## config.mk

```make
export PLATFORM = sky130hd
export DESIGN_NAME = demux_1x3x16
export DESIGN_NICKNAME = d
export VERILOG_FILES = /design/src/rtl/mycpu_pkg.sv /design/src/rtl/demux_slot16.sv /design/src/rtl/demux_1x3x16.sv
export SDC_FILE = /design/constraint.sdc
export NUM_CORES = 1
export LEC_CHECK = 0
export CAP_MARGIN = 5
export CORE_ASPECT_RATIO = 0.9
export CORE_MARGIN = 2
export CORE_UTILIZATION = 34
export DETAILED_ROUTE_END_ITERATION = 7
export MAX_ROUTING_LAYER = met4
export SETUP_SLACK_MARGIN = 0.15
export SLEW_MARGIN = 20
export SYNTH_ARGS = -nofsm -noshare
export SYNTH_HDL_FRONTEND = slang
export SYNTH_SLANG_ARGS = --single-unit
```

## constraint.sdc

```tcl
create_clock -name clk -period 1.25 [get_ports clk]
set_input_delay 0.1875 -clock clk [delete_from_list [all_inputs] [get_ports clk]]
set_output_delay 0.1875 -clock clk [all_outputs]
set_load 0.05 [all_outputs]
```

## src/rtl/mycpu_pkg.sv

```systemverilog
// Shared types and constants for the 1-to-3 demultiplexer with per-port
// one-entry slots.
package mycpu_pkg;

  // Number of destination ports served by the demux.
  localparam int NUM_DEST = 3;

  // Destination select; encodings 0..2 address a port, 3 is illegal.
  typedef logic [1:0] dest_sel_t;

  localparam dest_sel_t SEL_ILLEGAL = 2'd3;

  // Occupancy of a one-entry output slot.
  typedef enum logic {
    SLOT_EMPTY = 1'b0,
    SLOT_FULL  = 1'b1
  } slot_state_t;

  // True when the select addresses a real port.
  function automatic logic sel_is_legal(input dest_sel_t sel);
    return sel != SEL_ILLEGAL;
  endfunction

endpackage

```

## src/rtl/demux_slot16.sv

```systemverilog
// One-entry 16-bit output slot with valid/ready handshake on the drain side.
// can_load_out tells the demux whether a word may be written this cycle
// (slot empty, or its current word leaves in the same cycle).
module demux_slot16 (
  input  logic        clk,
  input  logic        rst_n,
  input  logic        load_in,
  input  logic [15:0] d_in,
  input  logic        rdy_in,
  output logic        valid_out,
  output logic [15:0] q_out,
  output logic        can_load_out
);
  import mycpu_pkg::*;

  slot_state_t state_q, state_d;
  logic [15:0] data_q, data_d;
  logic        drain;

  // Next-state and data-capture logic for the slot.
  always_comb begin
    // NOTE: every output of this block gets a default first so no path leaves it unassigned (no latch).
    state_d = state_q;
    data_d  = data_q;
    drain   = (state_q == SLOT_FULL) && rdy_in;

    case (state_q)
      SLOT_EMPTY: begin
        if (load_in) state_d = SLOT_FULL;
      end
      SLOT_FULL: begin
        // A load while full only happens alongside a drain; the slot stays full.
        if (load_in)    state_d = SLOT_FULL;
        else if (drain) state_d = SLOT_EMPTY;
      end
      default: state_d = SLOT_EMPTY;
    endcase

    if (load_in) data_d = d_in;
  end

  // State and data registers with synchronous active-low reset.
  always_ff @(posedge clk) begin
    // NOTE: non-blocking assignments so every flop samples pre-edge values, independent of statement order.
    if (!rst_n) begin
      state_q <= SLOT_EMPTY;
      // NOTE: the data register is reset because the held output must read zero after reset, not stale contents.
      data_q  <= '0;
    end else begin
      state_q <= state_d;
      data_q  <= data_d;
    end
  end

  assign valid_out    = (state_q == SLOT_FULL);
  assign q_out        = data_q;
  assign can_load_out = (state_q == SLOT_EMPTY) || drain;

endmodule

```

## src/rtl/demux_1x3x16.sv

```systemverilog
// 1-to-3 demultiplexer for 16-bit words. Each destination owns a one-entry
// slot so a stalled port never blocks traffic to the others. Words with the
// illegal select are accepted, dropped, and flagged with a one-cycle err_out.
// Optional feature: define DEMUX_ERRCNT_EN to add err_cnt_out, a saturating
// count of dropped words.
module demux_1x3x16 #(
  parameter int CNT_W = 8
) (
  input  logic        clk,
  input  logic        rst_n,
  input  logic        in_valid,
  output logic        in_ready,
  input  logic [1:0]  sel_in,
  input  logic [15:0] d_in,
  output logic [15:0] q0_out,
  output logic [15:0] q1_out,
  output logic [15:0] q2_out,
  output logic [2:0]  v_out,
  input  logic [2:0]  r_in,
  output logic        err_out
`ifdef DEMUX_ERRCNT_EN
  ,
  output logic [CNT_W-1:0] err_cnt_out
`endif
);
  import mycpu_pkg::*;

  logic [NUM_DEST-1:0]       slot_load;
  logic [NUM_DEST-1:0]       slot_can_load;
  logic [NUM_DEST-1:0][15:0] slot_q;
  logic                      err_q, err_d;

  // Ready depends only on the addressed slot, never on in_valid.
  always_comb begin
    in_ready = 1'b1;
    case (sel_in)
      2'd0:    in_ready = slot_can_load[0];
      2'd1:    in_ready = slot_can_load[1];
      2'd2:    in_ready = slot_can_load[2];
      default: in_ready = 1'b1;
    endcase
  end

  for (genvar k = 0; k < NUM_DEST; k++) begin : g_slot
    assign slot_load[k] = in_valid && in_ready && (sel_in == dest_sel_t'(k));

    demux_slot16 u_slot (
      .clk          (clk),
      .rst_n        (rst_n),
      .load_in      (slot_load[k]),
      .d_in         (d_in),
      .rdy_in       (r_in[k]),
      .valid_out    (v_out[k]),
      .q_out        (slot_q[k]),
      .can_load_out (slot_can_load[k])
    );
  end

  assign q0_out = slot_q[0];
  assign q1_out = slot_q[1];
  assign q2_out = slot_q[2];

  // Flag an accepted word that carries the illegal select.
  always_comb begin
    err_d = in_valid && in_ready && !sel_is_legal(sel_in);
  end

  // One-cycle error pulse register.
  always_ff @(posedge clk) begin
    if (!rst_n) err_q <= 1'b0;
    else        err_q <= err_d;
  end

  assign err_out = err_q;

`ifdef DEMUX_ERRCNT_EN
  logic [CNT_W-1:0] cnt_q, cnt_d;

  // Count each drop in the same cycle its err_out pulse appears; hold at all-ones.
  always_comb begin
    cnt_d = cnt_q;
    if (err_d && (cnt_q != {CNT_W{1'b1}})) cnt_d = cnt_q + 1'b1;
  end

  // Drop counter register.
  always_ff @(posedge clk) begin
    if (!rst_n) cnt_q <= '0;
    else        cnt_q <= cnt_d;
  end

  assign err_cnt_out = cnt_q;
`else
  // Counter width is meaningless without the counter; tie it off.
  logic [CNT_W-1:0] unused_cnt;
  assign unused_cnt = '0;
`endif

endmodule

```

==> Word-level counts from Yosys, hierarchy flattened <==
Cells that the tools add are included.
{ "word_totals": {"reg_bits": 52, "latch_bits": 0, "mem_bits_rw": 0, "rom_bits": 0, "inputBits": 24, "out_inout_bits": 53, "word_cells": 39, "mem_count": 0} }
{ "classes": {"addsub": 0, "n_mul": 0, "div": 0, "n_lt_le_gt_ge": 0, "n_eq_ne": 3, "shift": 0, "mux": 13, "bitwise_logic": 3, "n_reduce_logical": 13} }
{ "op_table": {"columns": ["cell", "count"], "rows": [
  ["$mux 1", 9],
  ["$logic_and 1x1->1", 8],
  ["$pmux 1 s2", 3],
  ["$logic_or 1x1->1", 3],
  ["$not 1->1", 3],
  ["$pmux 1 s3", 1],
  ["$eq 2x1->1 const B", 1],
  ["$eq 2x2->1 const B", 1],
  ["$logic_not 2->1", 1],
  ["$ne 2x2->1 const B", 1],
  ["$logic_not 1->1", 1]
]} }

==> Depth between registers and ports, before layout <==
Gate-level depths: netlist of the first run.
{ "logic_depth": {"word_depth": 7, "mapped_depth": 5, "ltp_nobuf": 3} }

==> Cells and area by module <==
Synthesis of the first run repeated with hierarchy kept, for this count alone.
{ "unflattened": {"hier_cells": 176, "area_unflattened_um2": 2049.5} }
{ "modules_own_cells": {"columns": ["mod", "instances", "cells_each", "area_each_um2", "seq_area_each_um2"], "rows": [
  ["demux_slot16", 3, 55, 653.1, 340.3],
  ["demux_1x3x16", 1, 11, 90.1, 20.0]
]} }

==> Worst setup path after synthesis of the first run <==
Ideal clock, no wire load.
{ "synth_timing": {"path_type": "reg2out", "from": "register g_slot[0].u_slot.state_q", "to": "output port in_ready", "arrival_ps": 1532, "required_time_ps": 1062, "setup_slack_ps": -470, "stages_incl_launch_ff": 4, "path_buffers": 0, "cell_sequence": "dfxtp_1 nand2b_1 mux2i_1 o21ai_0"} }
{ "synth_via": {"elab_chain_len": 3, "word_cells_on_any_way": 4, "cone_classes": "1 x mux; 1 x bitwise; 2 x reduce/logical"} }
{ "synth_rtl": {"columns": ["element", "line", "source"], "rows": [
  ["start, declared", "demux_slot16.sv:16", "slot_state_t state_q, state_d;"],
  ["start signal, assigned", "demux_slot16.sv:50", "state_q <= state_d;"],
  ["$logic_and 1x1->1 / $not 1->1 (equally long branches)", null, null],
  ["$logic_or 1x1->1 *", "demux_slot16.sv:57", "assign can_load_out = (state_q == SLOT_EMPTY) || drain;"],
  ["$pmux 1 s3 *", "demux_1x3x16.sv:36", "case (sel_in)"],
  ["end, declared", "demux_1x3x16.sv:12", "output logic in_ready,"]
]} }
Mark *: on every way between the ends. The rest lies on a longest branch, timed or not.

==> Worst setup path in the final report of the first run <==
{ "layout_timing": {"from": "register g_slot[1].u_slot.state_q", "to": "output port in_ready"} }
{ "layout_via": {"elab_chain_len": 3, "word_cells_on_any_way": 4, "cone_classes": "1 x mux; 1 x bitwise; 2 x reduce/logical"} }
{ "layout_rtl": {"columns": ["element", "line"], "rows": [
  ["start, declared", "demux_slot16.sv:16"],
  ["start signal, assigned", "demux_slot16.sv:50"],
  ["$logic_and 1x1->1 / $not 1->1 (equally long branches)", null],
  ["$logic_or 1x1->1 *", "demux_slot16.sv:57"],
  ["$pmux 1 s3 *", "demux_1x3x16.sv:36"]
]} }
Marks and branches as above.

==> flow_summary.toml, run 1 <==
[hold_path]
hold_end = "err_out"
worst_hold_path.num_cells = 3
hold_path.class = "input port to register"
hp-start = "in_valid"

[clock_network]
cts_tree = "built"
clock_latency_ns = 0.30
cts_hold_buf = 0
htreeDepth = 2
cts_root_buf = "clkbuf_8"
clock_sinks = 52
clockBufferDepth = 2
numCtsBuffers = 5
path_clk_slew_ns = 0.09

[detailed_routing]
firstDrtPassIters = 6
drcViolationCount = 0
num_vias = 1615
viasPerCell = 4.52
wl_per_cell_um = 14.2
drt-initial-drc-count = 57
routed_wl_um = 5090
ant_nets = 0

[global_routing]
grtUsageTotal = 0.168
use_met1 = 0.223
grt_pass1_vias = 1663
use_met3 = 0.0291
grt_max_degree = 69
met2_usage = 0.257
antenna_found_initial = 0
grt-busiest-layer = "met2"
grt_pass1_wl_um = 8370
grt.overflow.total = 0

[worst_setup_path]
path_cells = "nand2b_4, mux2i_1, o21ai_2, buf_12"
cp.arrival_ns = 1.15
max_stage_delay_ns = 0.37
cp-end-kind = "output pin"
critPathLaunchType = "register"
worstPathRequired_ns = 1.06
timing.rr.end = "g_slot[1].u_slot.q_out[9]"
cpLargestDelayFamily = "flip-flops"
r2r-start = "g_slot[1].u_slot.valid_out"
path_max_fanout = 2
reg2regPathDepth = 6
critPathSlowestCell = "dfxtp_4"
r2r_slack_ns = 0
critical_path_class = "register to output pin"
crit_buf_inv = 1

[yosys]
syn_area_um2 = 2010
yosysWarningCount = 0
synth_cells = 199
yosysSeqAreaShare = 0.519
synthesis.nets = 223
synth_cell_types = 18
ys_ff_latch = 52
synth.avg_cell_area_um2 = 10.1

[die]
die_w_um = 85.0
num_rows = 26
start_util = 0.353
dieArea_um2 = 6530
die_h_um = 76.9
pin_count = 77
core_area_um2 = 5690

[sta]
hold_viol = 0
worst_pin_slew_ns = 0.306
slew_headroom = 0.796
hold_ws_ns = 0.327
rsz0062_at_grt = "true"
fmax_mhz = 749
min_period_ns = 1.33
period_share = 1.07
worst_clock_skew_ns = 0.0106
setup_ws_ns = -0.0846
final-setup-viol-count = 2
slew_violations = 0

[placed_design]
port_buffers = 76
post-dp-hpwl_um = 3190
gp_congestion = 0.721

[layout]
nets = 311
drive_gt1_frac = 0.331
area_growth_pct = 84.7
layout_common_cells = "nand2_1 (66), buf_12 (56), mux2i_1 (49)"
fin_util = 0.651
mostFrequentLayoutCell = "nand2_1"
antenna_cells = 0

[power]
power.density_nw_per_um2 = 939
cellLeakagePower_nw = 1.53
fin_total_pwr_w = 0.00348
ir_drop_uv = 558

[run]
maxCapViolCount = 0

[run_status]
status = "finished, violations left"
violations = "setup timing"
kinds of logic after synthesis:
logic type	Yosys count	share of synthesized area
AOI/OAI and AO/OA	5	0.0162
muxes	49	0.244
and+or+nand+nor	76	0.156
buffers and inverters	17	0.0648
DFF	52	0.519
worst max-delay path by stage:
| stage | from | to | slack [ns] | cells after the start |
|---|---|---|---|---|
| floorplan | g_slot[2].u_slot.valid_out | g_slot[2].u_slot.q_out[10] | 0.13 | 5 |
| global placement | sel_in[0] | g_slot[1].u_slot.q_out[4] | -0.25 | 4 |
| detailed placement | sel_in[0] | g_slot[1].u_slot.q_out[9] | -0.30 | 4 |
| CTS | g_slot[1].u_slot.valid_out | in_ready | -0.12 | 4 |
| global route | g_slot[1].u_slot.valid_out | in_ready | -0.15 | 4 |
| finish | g_slot[1].u_slot.valid_out | in_ready | -0.08 | 4 |
routing by layer:
layer	wire, um	vias up
met2	2330	46
met5	0	-
li1	-	821
met1	2430	740
met4	73	0
met3	247	8
layout make-up:
cell class	instances	area, um^2
Clock inverter	1	5.00
Fill cell	445	1990
Multi-Input combinational cell	130	880
Sequential cell	52	1050
Timing Repair Buffer	98	1610
Clock buffer	6	72.6
Tap cell	70	87.6
power by group:
| group | switching (W) | internal (W) |
|---|---|---|
| Sequential | 0.0000621 | 0.00171 |
| Clock | 0.000520 | 0.000382 |
| Combinational | 0.000388 | 0.000414 |
synth_stat cells:
| cell type | number | share of area |
|---|---|---|
| nor2b_2 | 1 | 0.0044 |
| clkbuf_1 | 4 | 0.0075 |
| nor3_2 | 1 | 0.0050 |
| o21a_1 | 1 | 0.0037 |
| dfxtp_1 | 52 | 0.52 |
| buf_12 | 1 | 0.010 |
| a21boi_0 | 2 | 0.0075 |
| buf_2 | 4 | 0.010 |
| buf_6 | 4 | 0.022 |
| o21ai_0 | 2 | 0.0050 |
| nand3b_1 | 1 | 0.0037 |
| and3_1 | 1 | 0.0031 |
| nor2_1 | 1 | 0.0019 |
| mux2i_1 | 49 | 0.24 |
| nand2b_1 | 3 | 0.0094 |
| nor2b_1 | 1 | 0.0031 |
| nand2_1 | 67 | 0.13 |
| buf_4 | 4 | 0.015 |
what timing repair did:
action,4_1_cts,5_1_grt
buffers inserted,7,3
pin swaps,4,3
gates cloned,4,0
gates resized for setup,27,9
setup endpoints to repair,51,53
sequential cells by signal, indices dropped and copies added (netlist names):
signal,flops
err_out,1
g_slot.u_slot.q_out,48
g_slot.u_slot.valid_out,3
worst min-delay path: cells and delay by family:
family | cells | cell delay (ns)
simple gates | 2 | 0.15
buf+inv | 1 | 0.25
metrics by stage:
stage	cell area, um^2	setup WS (ns)	TNS, ns	instances
after global routing	3710	-0.148	-0.600	357
after CTS	3650	-0.122	-0.122	354
after global placement	3370	-0.251	-12.09	336
final	3710	-0.0846	-0.0859	357
after floorplan	2020	0.133	0	199
after detailed placement	3370	-0.298	-12.75	336
Note: power is estimated with default switching activity, not from simulation.
==> inputs of run 2 (changes only) <==
Clock period 1.25 ns to 1.7 ns, I/O delays scaled along.
==> flow_summary.toml, run 2 (synthesis results as in run 1) <==
[hold_path]
hold_end = "g_slot[0].u_slot.valid_out"
worst_hold_path.num_cells = 3
hold_path.class = "input port to register"
hp-start = "r_in[0]"

[detailed_routing]
viasPerCell = 4.44
ant_nets = 0
firstDrtPassIters = 4
wl_per_cell_um = 13.2
drt-initial-drc-count = 54
num_vias = 1527
routed_wl_um = 4530
drcViolationCount = 0

[placed_design]
gp_congestion = 0.740
place_ws_ns = 0.0571
port_buffers = 76
post-dp-hpwl_um = 3070

[global_routing]
grt_pass1_wl_um = 7070
grt.overflow.total = 0
grt_max_degree = 43
antenna_found_initial = 0
grt_pass1_vias = 1396
grtUsageTotal = 0.138

[clock_network]
clock_sinks = 52
cts_hold_buf = 0
clockBufferDepth = 2
cts_tree = "built"
numCtsBuffers = 5
clock_latency_ns = 0.30
htreeDepth = 2
cts_root_buf = "clkbuf_8"
path_clk_slew_ns = 0.09

[die]
die_h_um = 76.9
core_area_um2 = 5690
start_util = 0.353
die_w_um = 85.0
num_rows = 26
dieArea_um2 = 6530
pin_count = 77

[sta]
fmax_mhz = 659
final-setup-viol-count = 0
fin_setup_tns_ns = 0
setup_ws_ns = 0.183
worst_clock_skew_ns = 0.00670
period_share = 0.892
worst_pin_slew_ns = 0.484
rsz0062_at_grt = "false"
slew_violations = 0
slew_headroom = 0.678
min_period_ns = 1.52
hold_viol = 0

[worst_setup_path]
cp.arrival_ns = 1.26
path_max_fanout = 3
timing.rr.end = "g_slot[2].u_slot.q_out[6]"
worstPathRequired_ns = 1.44
reg2regPathDepth = 4
critical_path_class = "input port to output pin"
r2r-start = "g_slot[2].u_slot.valid_out"
r2r_slack_ns = 0.51
cp-end-kind = "output pin"
critPathLaunchType = "input port"

[layout]
largest_reg_flops = 48
mostFrequentLayoutCell = "nand2_1"
antenna_cells = 0
nets = 297
area_growth_pct = 41.8
fin_util = 0.500
drive_gt1_frac = 0.266
layout_common_cells = "nand2_1 (67), buf_4 (55), dfxtp_1 (52)"

[run]
maxCapViolCount = 0

[power]
power.density_nw_per_um2 = 897
ir_drop_uv = 458
cellLeakagePower_nw = 1.29

[run_status]
status = "finished clean"
==> run 2: worst max-delay path by stage <==
stage / startpoint / end / slack (ns) / cells past startpoint
2_1_floorplan: g_slot[0].u_slot.valid_out / in_ready / 0.29 / 3
3_3_place_gp: sel_in[0] / in_ready / 0.06 / 4
3_5_place_dp: sel_in[0] / in_ready / 0.06 / 4
4_1_cts: r_in[0] / in_ready / 0.17 / 5
5_1_grt: r_in[1] / in_ready / 0.15 / 5
6_report: r_in[1] / in_ready / 0.18 / 5
==> run 2: stage by stage <==
stage               std cells  instance area [um^2]  hold WS (ns)  power, W
finish                    344                  2850         0.310   0.00255
global placement          335                  2710         0.442   0.00175
CTS                       343                  2820         0.341   0.00258
global route              344                  2850         0.320   0.00266
detailed placement        335                  2710         0.450   0.00175
floorplan                 199                  2010         0.369   0.00159
==> run 2: repair_timing <==
action | CTS | global route
gates resized for setup | 3 | 4
endpoints found under the setup margin | 2 | 1
pin swaps | 0 | 1
setup buffers | 0 | 1
cloned | 0 | 0
==> run 2: final cells by class <==
cell class,instances,area [um^2]
clock inverter,2,35.0
multi-input combinational,130,861
clock buffer,6,72.6
tap,70,87.6
sequential,52,1040
fill,537,2850
timing repair buffer,84,748
==> run 2: routing by layer <==
layer	up-vias	part of all wire	GRT usage
li1	791	-	-
met1	686	0.49	0.182
met2	48	0.44	0.205
met3	2	0.067	0.0441
met4	0	0.0026	0.0333
met5	-	0	-
==> run 2: critical path, cell delays in order <==
cell and delay (ns):
clkdlybuf4s50_1 0.46, nand2b_4 0.12, mux2i_1 0.08, o21ai_2 0.19
buf_12 0.15
==> run 2: power by group <==
part | switching, W | internal (W)
logic | 0.000271 | 0.000169
registers | 0.0000229 | 0.00126
clock network | 0.000391 | 0.000437
